`config.mk`:
```
export PLATFORM = sky130hd
export DESIGN_NAME = dbf_value_packer
export DESIGN_NICKNAME = d
export VERILOG_FILES = /design/src/rtl/dbf_pkg.sv /design/src/rtl/dbf_byte_fifo.sv /design/src/rtl/dbf_value_packer.sv
export SDC_FILE = /design/constraint.sdc
export NUM_CORES = 1
export LEC_CHECK = 0
export CELL_PAD_IN_SITES_DETAIL_PLACEMENT = 1
export CELL_PAD_IN_SITES_GLOBAL_PLACEMENT = 2
export CORE_UTILIZATION = 35
export DETAILED_ROUTE_END_ITERATION = 12
export GPL_TIMING_DRIVEN = 0
export PLACE_DENSITY = 0.66
export SLEW_MARGIN = 5
export SYNTH_ARGS = -nofsm -noshare
export SYNTH_HDL_FRONTEND = slang
export SYNTH_SLANG_ARGS = --single-unit
```
`constraint.sdc`:
```
create_clock -name SYS_CLK -period 3.2 [get_ports SYS_CLK]
set_clock_uncertainty 0.2 [all_clocks]
set_input_delay 0.64 -clock SYS_CLK [delete_from_list [all_inputs] [get_ports SYS_CLK]]
set_output_delay 0.64 -clock SYS_CLK [all_outputs]
set_load 0.02 [all_outputs]
```
`src/rtl/dbf_pkg.sv`:
```
// Shared definitions for the Bloom-filter value path: widths, packer state
// encoding and the saturating counter helper.
package dbf_pkg;

  localparam int PACK_N = 4;
  localparam int VAL_W  = 8;
  localparam int OUT_W  = 32;
  localparam int CNT_W  = 16;
  localparam int NB_W   = 3;

  typedef enum logic [1:0] {
    ST_IDLE,
    ST_GATHER,
    ST_EMIT
  } pk_state_e;

  function automatic logic [CNT_W-1:0] sat_inc(input logic [CNT_W-1:0] v);
    return (v == {CNT_W{1'b1}}) ? v : v + 1'b1;
  endfunction

endpackage

```
`src/rtl/dbf_byte_fifo.sv`:
```
// Single-clock byte FIFO with registered read data (valid one cycle after
// rd_en_i), occupancy count, full flag and registered almost-full flag.
module dbf_byte_fifo
  import dbf_pkg::*;
#(
  parameter int ADDR_W    = 6,
  parameter int AF_THRESH = 56
) (
  input  logic              clk_i,
  input  logic              rst_n_i,
  input  logic              wr_en_i,
  input  logic [VAL_W-1:0]  wr_data_i,
  input  logic              rd_en_i,
  output logic [VAL_W-1:0]  rd_data_o,
  output logic [ADDR_W:0]   count_o,
  output logic              full_o,
  output logic              af_o
);

  localparam int              DEPTH    = 1 << ADDR_W;
  localparam logic [ADDR_W:0] FULL_LVL = (ADDR_W+1)'(DEPTH);
  localparam logic [ADDR_W:0] AF_LVL   = (ADDR_W+1)'(AF_THRESH);

  logic [VAL_W-1:0]  mem_q [DEPTH];
  logic [VAL_W-1:0]  rd_data_q;
  logic [ADDR_W-1:0] wr_ptr_q, rd_ptr_q;
  logic [ADDR_W:0]   count_q, count_d;
  logic              af_q;
  logic              full, empty, wr_ok, rd_ok;

  assign full  = (count_q == FULL_LVL);
  assign empty = (count_q == '0);
  assign rd_ok = rd_en_i && !empty;
  // A full FIFO can still take a byte when a read frees a slot in the same cycle.
  assign wr_ok = wr_en_i && (!full || rd_ok);

  // Occupancy update: simultaneous write and read leave the count unchanged.
  always_comb begin
    count_d = count_q;
    case ({wr_ok, rd_ok})
      2'b10:   count_d = count_q + 1'b1;
      2'b01:   count_d = count_q - 1'b1;
      default: count_d = count_q;
    endcase
  end

  // Pointers, count and the almost-full flag (one cycle behind occupancy).
  always_ff @(posedge clk_i) begin
    if (!rst_n_i) begin
      wr_ptr_q <= '0;
      rd_ptr_q <= '0;
      count_q  <= '0;
      af_q     <= 1'b0;
    end else begin
      if (wr_ok) wr_ptr_q <= wr_ptr_q + 1'b1;
      if (rd_ok) rd_ptr_q <= rd_ptr_q + 1'b1;
      count_q <= count_d;
      af_q    <= (count_q >= AF_LVL);
    end
  end

  // Storage and registered read port; contents need no reset.
  always_ff @(posedge clk_i) begin
    if (wr_ok) mem_q[wr_ptr_q] <= wr_data_i;
    if (rd_ok) rd_data_q <= mem_q[rd_ptr_q];
  end

  assign rd_data_o = rd_data_q;
  assign count_o   = count_q;
  assign full_o    = full;
  assign af_o      = af_q;

endmodule

```
`src/rtl/dbf_value_packer.sv`:
```
// Absorbs the filter's byte result stream into a FIFO, packs up to four bytes
// per 32-bit word (first byte in the low lane) and hands words out over a
// valid/ready handshake. FLUSH or an idle timeout pushes out partial words.
module dbf_value_packer
  import dbf_pkg::*;
#(
  parameter int ADDR_W    = 6,
  parameter int AF_THRESH = 56,
  parameter int TMO_CYC   = 255
) (
  input  logic              SYS_CLK,
  input  logic              RESET_N,
  input  logic              VALUE_WR,
  input  logic [VAL_W-1:0]  VALUE,
  output logic              VALUE_ALLMOSTFULL,
  input  logic              FLUSH,
  output logic              OUT_VALID,
  input  logic              OUT_READY,
  output logic [OUT_W-1:0]  OUT_DATA,
  output logic [NB_W-1:0]   OUT_BYTES,
  output logic [CNT_W-1:0]  DROP_CNT
);

  localparam int              TMO_W   = (TMO_CYC < 2) ? 1 : $clog2(TMO_CYC + 1);
  localparam logic [TMO_W-1:0] TMO_LIM = TMO_W'(TMO_CYC);
  localparam logic [NB_W-1:0]  NB_FULL = NB_W'(PACK_N);

  pk_state_e         state_q, state_d;
  logic [NB_W-1:0]   nbytes_q, nbytes_d, n_now;
  logic [OUT_W-1:0]  lanes_q, lanes_d;
  logic [TMO_W-1:0]  tmo_q, tmo_d;
  logic [CNT_W-1:0]  drop_q;
  logic              pend_q, flush_q, flush_d;
  logic              rd_en, tmo_hit, flush_pend;
  logic [VAL_W-1:0]  fifo_rd_data;
  logic [ADDR_W:0]   fifo_cnt;
  logic              fifo_full, fifo_empty, fifo_af;

  dbf_byte_fifo #(
    .ADDR_W    (ADDR_W),
    .AF_THRESH (AF_THRESH)
  ) u_fifo (
    .clk_i     (SYS_CLK),
    .rst_n_i   (RESET_N),
    .wr_en_i   (VALUE_WR),
    .wr_data_i (VALUE),
    .rd_en_i   (rd_en),
    .rd_data_o (fifo_rd_data),
    .count_o   (fifo_cnt),
    .full_o    (fifo_full),
    .af_o      (fifo_af)
  );

  assign fifo_empty = (fifo_cnt == '0);
  // Bytes held in lanes plus the one landing from the FIFO this cycle.
  assign n_now      = nbytes_q + NB_W'(pend_q);
  assign tmo_hit    = (TMO_CYC != 0) && (tmo_q == TMO_LIM);
  assign flush_pend = flush_q || FLUSH;

  // Packer state register plus lane, timeout and drop bookkeeping.
  always_ff @(posedge SYS_CLK) begin
    if (!RESET_N) begin
      state_q  <= ST_IDLE;
      nbytes_q <= '0;
      lanes_q  <= '0;
      pend_q   <= 1'b0;
      flush_q  <= 1'b0;
      tmo_q    <= '0;
      drop_q   <= '0;
    end else begin
      state_q  <= state_d;
      nbytes_q <= nbytes_d;
      lanes_q  <= lanes_d;
      pend_q   <= rd_en;
      flush_q  <= flush_d;
      tmo_q    <= tmo_d;
      if (VALUE_WR && fifo_full && !rd_en) drop_q <= sat_inc(drop_q);
    end
  end

  // Next state: capture returning bytes, decide when a word is complete.
  always_comb begin
    state_d  = state_q;
    nbytes_d = n_now;
    lanes_d  = lanes_q;
    flush_d  = flush_pend;
    tmo_d    = tmo_q;
    if (pend_q) begin
      lanes_d[{nbytes_q[1:0], 3'b000} +: VAL_W] = fifo_rd_data;
      tmo_d = '0;
    end else if (state_q == ST_GATHER && nbytes_q != '0 && nbytes_q < NB_FULL && !tmo_hit) begin
      tmo_d = tmo_q + 1'b1;
    end
    case (state_q)
      ST_IDLE: begin
        if (!fifo_empty) state_d = ST_GATHER;
        else             flush_d = 1'b0;
      end
      ST_GATHER: begin
        if (n_now == NB_FULL) begin
          state_d = ST_EMIT;
          tmo_d   = '0;
        end else if (!rd_en && n_now != '0 && (flush_pend || tmo_hit)) begin
          state_d = ST_EMIT;
          flush_d = 1'b0;
          tmo_d   = '0;
        end
      end
      ST_EMIT: begin
        if (OUT_READY) begin
          lanes_d  = '0;
          nbytes_d = '0;
          tmo_d    = '0;
          state_d  = fifo_empty ? ST_IDLE : ST_GATHER;
        end
      end
      default: state_d = ST_IDLE;
    endcase
  end

  // FIFO read strobe; in EMIT the read goes out in the accept cycle.
  always_comb begin
    rd_en = 1'b0;
    case (state_q)
      ST_IDLE:   rd_en = !fifo_empty;
      ST_GATHER: rd_en = !fifo_empty && (n_now < NB_FULL);
      ST_EMIT:   rd_en = OUT_READY && !fifo_empty;
      default:   rd_en = 1'b0;
    endcase
  end

  assign OUT_VALID         = (state_q == ST_EMIT);
  assign OUT_DATA          = lanes_q;
  assign OUT_BYTES         = nbytes_q;
  assign DROP_CNT          = drop_q;
  assign VALUE_ALLMOSTFULL = fifo_af;

endmodule

```
# After elaboration in Yosys (flattened, before gate mapping)
# Memory sizes are Yosys's and may differ from the RTL's. A register that Yosys moved wholly into a read port is not among the register bits.
# Cells that the tools add are included.
dict set report op_classes {
  n_addsub 8
  order_cmp 3
  n_eq_ne 11
  n_shift 2
  n_mux 26
  bitwise_logic 1
  n_reduce_logical 25
}
# operator n
set ops {}
lappend ops {{32-bit two-way mux} 3}
lappend ops {{8-bit two-way mux} 5}
lappend ops {{32-bit bitwise mux} 1}
lappend ops {{8-bit by 7-bit variable shift with 32-bit output, first input constant} 1}
lappend ops {{8-bit by 7-bit variable part select with 32-bit output} 1}
lappend ops {{16-bit by 1-bit adder with 16-bit output, second input constant} 1}
lappend ops {{16-bit == test, second input constant} 1}
lappend ops {{8-bit one-hot mux with 2 select lines} 1}
lappend ops {{7-bit one-hot mux with 2 select lines} 1}
lappend ops {{6-bit by 1-bit adder with 6-bit output, second input constant} 2}
lappend ops {{1-bit logical AND} 11}
lappend ops {{8-bit by 1-bit adder with 8-bit output, second input constant} 1}
lappend ops {{8-bit == test, second input constant} 1}
lappend ops {{2-bit two-way mux} 4}
lappend ops {{7-bit by 1-bit adder with 7-bit output, second input constant} 1}
lappend ops {{7-bit == test, second input constant} 1}
lappend ops {{7-bit by 6-bit >= comparator with 1-bit output, second input constant} 1}
lappend ops {{7-bit zero test} 1}
lappend ops {{5-bit negation with 7-bit output} 1}
lappend ops {{7-bit by 1-bit subtractor with 7-bit output, second input constant} 1}
lappend ops {{3-bit < comparator, second input constant} 2}
lappend ops {{1-bit two-way mux} 6}
lappend ops {{3-bit two-way mux} 2}
lappend ops {{2-bit one-hot mux with 3 select lines} 1}
lappend ops {{other kinds (17)} 25}
dict set report word_totals {
  register_bits 83
  ram_bits 512
  in_bits 13
  output_inout_bits 53
  word_cells 88
  memories 1
}
# name words word_bits read_ports rd_clocked_by_memory_dff wr line_no
set memory_table {}
lappend memory_table {u_fifo.mem_q 64 8 1 1 1 dbf_byte_fifo.sv:24} ;# logic [VAL_W-1:0] mem_q [DEPTH];

# Logic depth before layout (Yosys ltp)
# Gate-level depths: netlist of run 1.
dict set report logic_depth {
  depth_word 10
  depth_mapped 12
  ltp_nobuf 12
}

# Cells and area by module
# Synthesis of run 1 repeated with hierarchy kept, for this count alone.
dict set report unflattened {
  hier_cells 1416
  area_unflattened_um2 24076.8
}
# module instances cells_each area_per_inst_um2 seq_area_each_um2
set modules_own_cells {}
lappend modules_own_cells {dbf_byte_fifo 1 1095 21255.4 16015.4}
lappend modules_own_cells {dbf_value_packer 1 321 2821.5 1261.2}

# Least setup slack after synthesis of run 1
# No wires, ideal clock.
dict set report synth_timing {
  path_kind {flip-flop to flip-flop}
  start {reg nbytes_q[0] (netlist: OUT_BYTES[0])}
  end {mem u_fifo.mem_q[62][0], enable pin}
  arrival_ns 2.616
  setup_slack_ns 0.013
  stages_incl_launch_ff 10
  period_less_slack_ns 3.187
  path_cell_list {dfxtp_1 -> ha_1 -> ha_1 -> xnor2_1 -> o2bb2ai_1 -> clkbuf_1 -> o211ai_1 -> or3b_1 -> clkbuf_1 -> nor2_1}
}
dict set report synth_via {
  elab_chain_len 9
}
# element line_no
set synth_lines {}
lappend synth_lines {{start, declared} dbf_value_packer.sv:29} ;# logic [NB_W-1:0] nbytes_q, nbytes_d, n_now;
lappend synth_lines {{start signal, assigned} dbf_value_packer.sv:72} ;# nbytes_q <= nbytes_d;
lappend synth_lines {{3-bit by 1-bit adder with 3-bit output} dbf_value_packer.sv:56} ;# assign n_now = nbytes_q + NB_W'(pend_q);
lappend synth_lines {{3-bit < comparator} dbf_value_packer.sv:126} ;# ST_GATHER: rd_en = !fifo_empty && (n_now < NB_FULL);
lappend synth_lines {{1-bit logical AND} dbf_value_packer.sv:126}
lappend synth_lines {{1-bit one-hot mux with 3 select lines} dbf_value_packer.sv:124} ;# case (state_q)
lappend synth_lines {{1-bit logical AND} dbf_byte_fifo.sv:33} ;# assign rd_ok = rd_en_i && !empty;
lappend synth_lines {{1-bit logical OR} dbf_byte_fifo.sv:35} ;# assign wr_ok = wr_en_i && (!full || rd_ok);
lappend synth_lines {{1-bit logical AND} dbf_byte_fifo.sv:35}
lappend synth_lines {{1-bit two-way mux} dbf_byte_fifo.sv:64} ;# if (wr_ok) mem_q[wr_ptr_q] <= wr_data_i;
lappend synth_lines {{1-bit two-way mux (not written as such)} dbf_byte_fifo.sv:64}
lappend synth_lines {{end, declared} dbf_byte_fifo.sv:24}
# No other way between the ends.

# Worst setup path after layout of run 1
dict set report layout_timing {
  start {reg nbytes_q[0] (netlist: OUT_BYTES[0])}
  end {mem u_fifo.mem_q[53][7], enable pin}
}
# Same word-level chain as after synthesis.

==> results of run 1 <==
## kinds of logic (layout without fill, tap and decap cells)
family                     count (synthesis)  count (layout)
buffers and inverters                     96             316
DFF                                      603             603
muxes                                    155             155
xor gates and xnor gates                  17              17
AOI/OAI and AO/OA                        173             173
other                                      0               1
and+or+nand+nor                          306             306
adders and majority gates                 16              16
## synth_stat cells, types with 17 or more instances
library cell / count / area (µm²)
mux4_2: 128 / 2880
dfxtp_1: 83 / 1660
a21oi_1: 24 / 120
nor2_1: 155 / 582
nand3_1: 17 / 85.1
mux2i_1: 25 / 250
buf_2: 24 / 120
nand2_1: 33 / 124
clkbuf_1: 46 / 173
o21ai_0: 30 / 150
edfxtp_1: 520 / 15600
a22oi_1: 33 / 248
## critical path, stage by stage (launching register included)
cell,delay [ps]
dfxtp_2,370
ha_1,210
ha_1,240
xnor2_4,240
o2bb2ai_2,230
clkbuf_4,310
o211ai_1,200
or3b_4,610
nor2_4,190
buf_12,170
## routing by layer
layer / track usage (%) / share of wire [%]
met5: 0 / 0.020
met4: 4.87 / 2.2
met3: 2.70 / 5.3
met2: 30.4 / 48
met1: 26.0 / 45
## registers in the layout (all words and copies together) (netlist names), 3 cells and up
register          cells
u_fifo.rd_data_o      8
u_fifo.rd_ptr_q       6
u_fifo.wr_ptr_q       6
tmo_q                 8
u_fifo.count_o        7
DROP_CNT             16
OUT_BYTES             3
OUT_DATA             32
u_fifo.mem_q        512
## report_power, final
group          internal [mW]  switching, mW  leakage, nW
Combinational           1.21           1.83         2.56
Clock                   4.01           3.05        0.942
Sequential              8.76          0.187         5.36
Total                   14.0           5.07         8.85
## metrics by stage
step | std cells | hold slack [ps] | TNS, ps | cell area [µm²] | setup WS (ps)
floorplan | 1366 | 254 | 0 | 23800 | 13.4
global placement | 2304 | 267 | -744050 | 25600 | -1720
detailed placement | 2312 | 283 | -632910 | 25700 | -1650
CTS | 2455 | 192 | -57020 | 28800 | -308
global route | 2459 | 212 | -23360 | 28900 | -216
finish | 2460 | 215 | -4050 | 28900 | -84.4
## path summary, 6_finish.rpt
| check | from | slack, ps | to |
|---|---|---|---|
| hold reg to reg | tmo_q[5] | 290 | tmo_q[5] |
| setup / recovery | OUT_BYTES[0] | -80 | u_fifo.mem_q[53][7] |
| setup reg to reg | OUT_BYTES[0] | -80 | u_fifo.mem_q[53][7] |
| hold / removal | VALUE[2] | 220 | u_fifo.mem_q[42][2] |
## final cells by class
type / instances / area (µm²) / area share [%]
Antenna cell: 1 / 2.50 / 0.00865
Buffer: 73 / 395 / 1.37
Clock buffer: 73 / 1590 / 5.51
Clock inverter: 36 / 353 / 1.22
Inverter: 16 / 60.1 / 0.208
Multi-Input combinational cell: 667 / 6720 / 23.2
Sequential cell: 603 / 17300 / 59.7
Tap cell: 873 / 1090 / 3.78
Timing Repair Buffer: 118 / 1420 / 4.92
## repair_timing
item	4_1_cts	5_1_grt
setup endpoints to repair	527	535
pin swaps	32	7
gates resized for setup	167	25
buffers inserted	41	4
==> results_dict.tcl, run 1 <==
set metrics [dict create \
    crit_required_ps 3340 \
    cts-buffers-inserted 61 \
    p_total_mw 19.1 \
    final_common_cell "edfxtp_1" \
    worst_setup_path_start_kind "flop" \
    final_cell_mix "edfxtp_1 (520), mux4_2 (128), nor2_1 (94), dfxtp_1 (82), clkbuf_16 (62)" \
    syn_nets 1395 \
    yosys_warnings 0 \
    grt_max_degree 53 \
    grt.total_usage_pct 18.6 \
    rsz0062_at_grt "yes" \
    insertion_delay_ps 650 \
    synth_mux_area_share_pct 13.2 \
    start_util_pct 35.4 \
    cap_violations 0 \
    fmax_mhz 304 \
    postSynthCellCount 1366 \
    ff2ff_path_depth 9 \
    io_buffers 65 \
    wl_per_cell_um 26.2 \
    postSynthAreaPerCell_um2 17.4 \
    synth-xor-area-share_pct 0.625 \
    arrival_ps 3420 \
    period_share_pct 103 \
    die_x_um 263 \
    cts_root_buf "clkbuf_16" \
    ctsHoldBuffers 0 \
    fin_crit_ps 3280 \
    grt.overflow.total 0 \
    critPathMaxFanout 10 \
    gp_congestion 0.836 \
    synth-simple-area-share_pct 6.20 \
    synth_edf_count 520 \
    p_leak_nw 8.85 \
    syn_area_um2 23800 \
    synth_top_family_by_area "multiplexers" \
    violations "negative setup slack" \
    synth-compound-area-share_pct 4.91 \
    whs_path_depth 1 \
    synth_flop_cell "edfxtp_1" \
    async_flop_share_pct 0 \
    fillCellCount 6492 \
    setup_ws_ps -84.4 \
    synthAdderAreaFrac_pct 0.840 \
    cts_tree "yes" \
    setup_viol 112 \
    hold_viol 0 \
    critPathKind "flop to flop" \
    pin_count 66 \
    clockBufferDepth 3 \
    status "finished, violations left" \
    drc_errors 0 \
    wl_mm 64.4 \
    ys_seq_area_share_pct 72.5 \
    viasPerCell 5.45 \
    clock-sinks 603 \
    antenna_left 0 \
    die_y_um 263 \
    rows 95 \
    vias 13400 \
    die_area_um2 69100 \
    finalNetCount 1569 \
    core_um2 67300 \
    grt_pass1_wl_mm 94.7 \
    firstDrtPassIters 5 \
    timing.critical_path.to_type "flop" \
    relSlewSlack_pct 11.6 \
    antenna_found_initial 1 \
    layout-drive-gt1-share_pct 25.7 \
    first_iter_violations 1057 \
    dp_hpwl_mm 42.7 \
    worstMarginPinSlew_ps 1310 \
    utilization_pct 43.0 \
    clk_pin_slew_ps 60 \
    cts-htree-levels 2 \
    slew_violations 0 \
    hp-class "input pin to flop" \
    grt_pass1_vias 14100 \
    synth_cell_types 60 \
    cellPowerDensity_nw_per_um2 659 \
    area_growth_syn_to_layout_pct 21.3 \
    worst_ir_drop_vdd_uv 434 \
    ys_ff_latch 603 \
]
(Power assumes the default switching activity.)
==> run 2, diff against run 1 <==
--- a/config.mk
+++ b/config.mk
@@ -9,7 +9,6 @@
 export CELL_PAD_IN_SITES_GLOBAL_PLACEMENT = 2
 export CORE_UTILIZATION = 35
 export DETAILED_ROUTE_END_ITERATION = 12
-export GPL_TIMING_DRIVEN = 0
 export PLACE_DENSITY = 0.66
 export SLEW_MARGIN = 5
 export SYNTH_ARGS = -nofsm -noshare
==> results_dict.tcl, run 2 (synthesis gave the netlist of run 1 again) <==
set metrics [dict create \
    die_x_um 263 \
    insertion_delay_ps 600 \
    fin_tns_setup_ps 0 \
    wl_mm 64.7 \
    clockBufferDepth 3 \
    cp_cell_sequence "inv_1 > ha_1 > nor3b_4 > o2bb2ai_2 > buf_4 > o211ai_1 > or3b_1 > buf_4 > nor2_1 > buf_4" \
    period_share_pct 94.5 \
    die_area_um2 69100 \
    r2r_end "u_fifo.mem_q[38][7]" \
    antenna_left 0 \
    clock-sinks 603 \
    grt_max_degree 65 \
    whs_path_depth 2 \
    die_y_um 263 \
    pin_count 66 \
    critPathKind "flop to flop" \
    cts_tree "yes" \
    hold-path-endpoint "tmo_q[5]" \
    cts-htree-levels 3 \
    status "complete, no violations" \
    arrival_ps 3110 \
    vias 13500 \
    relSlewSlack_pct 36.0 \
    ff2ff_path_depth 10 \
    slowest_stage "or3b_1" \
    largest-register "u_fifo.mem_q" \
    rsz0062_at_grt "no" \
    cpPeakStageDelay_ps 440 \
    r2r_start "state_q[1]" \
    timing.critical_path.to_type "flop" \
    layout-drive-gt1-share_pct 25.4 \
    antenna_found_initial 3 \
    area_growth_syn_to_layout_pct 20.6 \
    place_inst 2389 \
    fmax_mhz 331 \
    diodes 0 \
    ctsHoldBuffers 0 \
    rrSetupSlack_ps 180 \
    finalNetCount 1616 \
    dp_hpwl_mm 41.2 \
    hold_viol 0 \
    worst_ir_drop_vdd_uv 363 \
    fin_crit_ps 3020 \
    first_iter_violations 1294 \
    clk_pin_slew_ps 50 \
    worst_setup_path_start_kind "flop" \
    core_um2 67300 \
    hp-start "tmo_q[5]" \
    wl_per_cell_um 25.8 \
    drc_errors 0 \
    critPathMaxFanout 7 \
    cellPowerDensity_nw_per_um2 682 \
    hp-class "flop to flop" \
    grt.overflow.total 0 \
    slew_violations 0 \
    start_util_pct 35.4 \
    largest_register_ff_count 512 \
    grt_pass1_vias 14200 \
    p_leak_nw 9.17 \
    cap_violations 0 \
    cts-buffers-inserted 68 \
    cts_root_buf "clkbuf_16" \
    crit_required_ps 3280 \
    fillCellCount 6532 \
    firstDrtPassIters 5 \
    worstMarginPinSlew_ps 956 \
    io_buffers 65 \
    final_cell_mix "edfxtp_1 (520), buf_4 (165), nor2_1 (155), mux4_2 (128), dfxtp_1 (79)" \
    final_common_cell "edfxtp_1" \
    stdcell_count 2506 \
    grt_pass1_wl_mm 96.3 \
    setup_viol 0 \
    p_total_mw 19.6 \
    grt.total_usage_pct 19.0 \
    rows 95 \
    path_common_cell "buf_4" \
    gp_congestion 0.821 \
    critPathLaunch "state_q[1]" \
    viasPerCell 5.39 \
]
-- run 2: changes by cell type in the layout (fill, tap and decap cells not counted), sizes merged --
cell    change
buf        +79
bufinv      +1
clkbuf     -28
clkinv      -6
diode       -1
inv         +1
-- run 2: final cells by class --
| cell class | instances | area (µm²) | share of cell area [%] |
|---|---|---|---|
| inverter | 16 | 60.1 | 0.209 |
| sequential | 603 | 17300 | 60.1 |
| clock buffer | 84 | 1800 | 6.25 |
| tap | 873 | 1090 | 3.80 |
| clock inverter | 32 | 342 | 1.19 |
| timing repair buffer | 231 | 1990 | 6.92 |
| multi-input combinational | 667 | 6180 | 21.5 |
-- run 2: worst max-delay path by stage --
stage                               end  slack (ps)  cells after the start
floorplan           u_fifo.mem_q[62][0]          10                      9
global placement    u_fifo.mem_q[38][1]        -290                      9
detailed placement  u_fifo.mem_q[38][3]        -300                      9
CTS                 u_fifo.mem_q[38][7]           6                     10
global route        u_fifo.mem_q[17][7]         0.6                      9
finish              u_fifo.mem_q[38][7]         180                     10
-- run 2: metal layers --
| layer | track usage (%) | vias up | wire, µm | share of wire [%] |
|---|---|---|---|---|
| li1 | - | 5914 | - | - |
| met1 | 26.9 | 7082 | 29500 | 46 |
| met2 | 29.6 | 424 | 30000 | 46 |
| met3 | 3.86 | 95 | 3710 | 5.7 |
| met4 | 5.23 | 0 | 1510 | 2.3 |
| met5 | 0 | - | 0 | 0 |
-- run 2: stage by stage --
step | hold slack [ps] | util, % | setup WS, ps | cell area [µm²]
2_1_floorplan | 254 | - | 13.4 | 23800
3_3_place_gp | 263 | 39.5 | -292 | 26600
3_5_place_dp | 280 | 39.5 | -305 | 26600
4_1_cts | 289 | 42.7 | 6.22 | 28700
5_1_grt | 322 | 42.7 | 0.643 | 28700
6_report | 286 | 42.7 | 176 | 28700
-- run 2: repair_timing --
| item | in CTS | in global routing |
|---|---|---|
| setup buffers | 0 | 1 |
| hold endpoints to repair | 0 | 0 |
| setup endpoints to repair | 0 | 424 |
| gates resized for setup | 0 | 4 |
-- run 2: critical path, delay by kind of cell, from the launching register on --
kind	cells	cell delay, ps
fa+ha+maj	1	320
simple gates	3	810
buf+inv	4	630
flops	1	390
compound gates	2	350
-- run 2: power breakdown --
group | leakage, nW | switching, mW | internal (mW)
clock | 1.04 | 3.06 | 4.54
sequential | 5.36 | 0.274 | 8.77
combinational | 2.77 | 1.67 | 1.30
==> edit (flow settings as in run 1) <==
`VAL_W`: 8 -> 10.
--- a/src/rtl/dbf_pkg.sv
+++ b/src/rtl/dbf_pkg.sv
@@ -5,3 +5,3 @@
   localparam int PACK_N = 4;
-  localparam int VAL_W  = 8;
+  localparam int VAL_W  = 10;
   localparam int OUT_W  = 32;
Ports: changed (resized VALUE); port bits go from 66 to 68. The function was not compared with the original's and may differ.
==> edit against run 1 <==
Clock power is 32% higher; area after synthesis is 20% higher; highest routed layer is now met4; sequential cell count is 130 higher; the flow finishes with violations (design-rule violations); worst setup slack better by 0.16 ns; utilization is 0.67 points higher; design area is 22% higher; wire length is 16% higher; power is 30% higher; count of clock-buffer cells in the layout is 30 higher; sequential power is 22% higher; synthesized cell count is 14% higher; die area is 20% higher.
==> edit: results (changes against run 1) <==
status finished, violations left; failing checks design-rule violations; Cell variety after synth 52 (-13%); EDFF count, synth 650 (+25%); clk_lat worst skew 0.63 ns (-0.02 ns); Clk power 9.30 mW (+32%); dpl hpwl 48.9 mm (+14%); Comb power 4.61 mW (+52%); Data buffer area share 6.68% (+0.39 points); RePlAce Congestion 0.887 (+6.1%); Sink Count 733 (+22%); DR iter-0 viols 1121 (+6.1%); max FFs per register 640 (+25%); r2r worst-path depth 7 (-2); total wire length 75.0 mm (+16%); # DRC 16 (+16); static leakage 10.9 nW (+24%); top post-synthesis cells by area edfxtp_1, mux4_2, dfxtp_1; NumNets Final 1815 (+16%); Worst-Margin Slew 1.14 ns (-0.174 ns); clock-cell share of area 7.55% (+0.82 points); vias per cell 5.35 (-1.9%); sequential cell area share 60.1% (+0.39 points); Post-DP Area 30900 µm² (+20%); largest net degree at the start of global routing 49 (-7.5%); vias in the first global route 16400 (+16%); Syn Inst Count 1555 (+14%); multi-input combinational area share 21.7% (-1.5 points); number of iterations in the first detailed-routing pass 9 (+4); filler instances 7686 (+18%); Util after Layout 43.7% (+0.67 points); final std cells w/o fill 2909 (+18%); worst vdd ir 0.000384 V (-11%); post-placement cell count 2691 (+16%); CTS Buf Count 81 (+33%); first-pass GRT wire length 110 mm (+16%); PortBufs 66 (+1.5%); share of layout cells above drive strength 1 27.8% (+2.0 points); critical path arrival 3.27 ns (-0.15 ns)
==> edit: cell count changes in the layout (fill, tap and decap cells not counted), sizes merged, moves of 8 or more <==
| cell | before | now |
|---|---|---|
| edfxtp | 520 | 650 |
| a22oi | 33 | 108 |
| clkbuf | 112 | 158 |
| a21oi | 25 | 65 |
| mux4 | 128 | 160 |
| buf | 95 | 125 |
| nor2 | 155 | 130 |
| o21ai | 36 | 16 |
| o22ai | 16 | 1 |
| mux2i | 25 | 12 |
| clkinv | 25 | 34 |
| o31ai | 12 | 4 |
==> edit: cell families after synthesis <==
kind of cell,count (synthesis),synth area share (%)
AOI/OAI and AO/OA,223,5.21
and+or+nand+nor,289,4.98
xor gates and xnor gates,17,0.521
DFF,733,74.1
muxes,172,13.0
adders and majority gates,17,0.744
buffers and inverters,104,1.40
==> edit: worst max-delay path: cells and delay by family (launching register included) <==
kind	cells	cell delay, ns
compound gates	2	0.49
buf+inv	3	0.86
flops	1	0.33
mux	1	0.34
simple gates	1	0.62
==> edit: worst paths after layout <==
check	from	to	slack, ns
min reg2reg	OUT_DATA[10]$_SDFF_PN0_	OUT_DATA[10]$_SDFF_PN0_	0.30
min	VALUE[3]	u_fifo.mem_q[54][3]$_DFFE_PP_	0.26
max	u_fifo.rd_ptr_q[1]$_SDFFE_PN0N_	u_fifo.rd_data_o[9]$_DFFE_PN_	0.07
max reg2reg	u_fifo.rd_ptr_q[1]$_SDFFE_PN0N_	u_fifo.rd_data_o[9]$_DFFE_PN_	0.07
==> edit: per-layer routing <==
metal  global-route usage (%)  wire [µm]
met3                     2.74       3530
met4                     5.20       1620
met1                     24.3      32500
met2                     30.9      37300
met5                        0          0
==> edit: repair_timing <==
item	in CTS	in global routing
gates resized for setup	190	47
setup endpoints to repair	685	580
pin swaps	51	8
buffers inserted	64	13
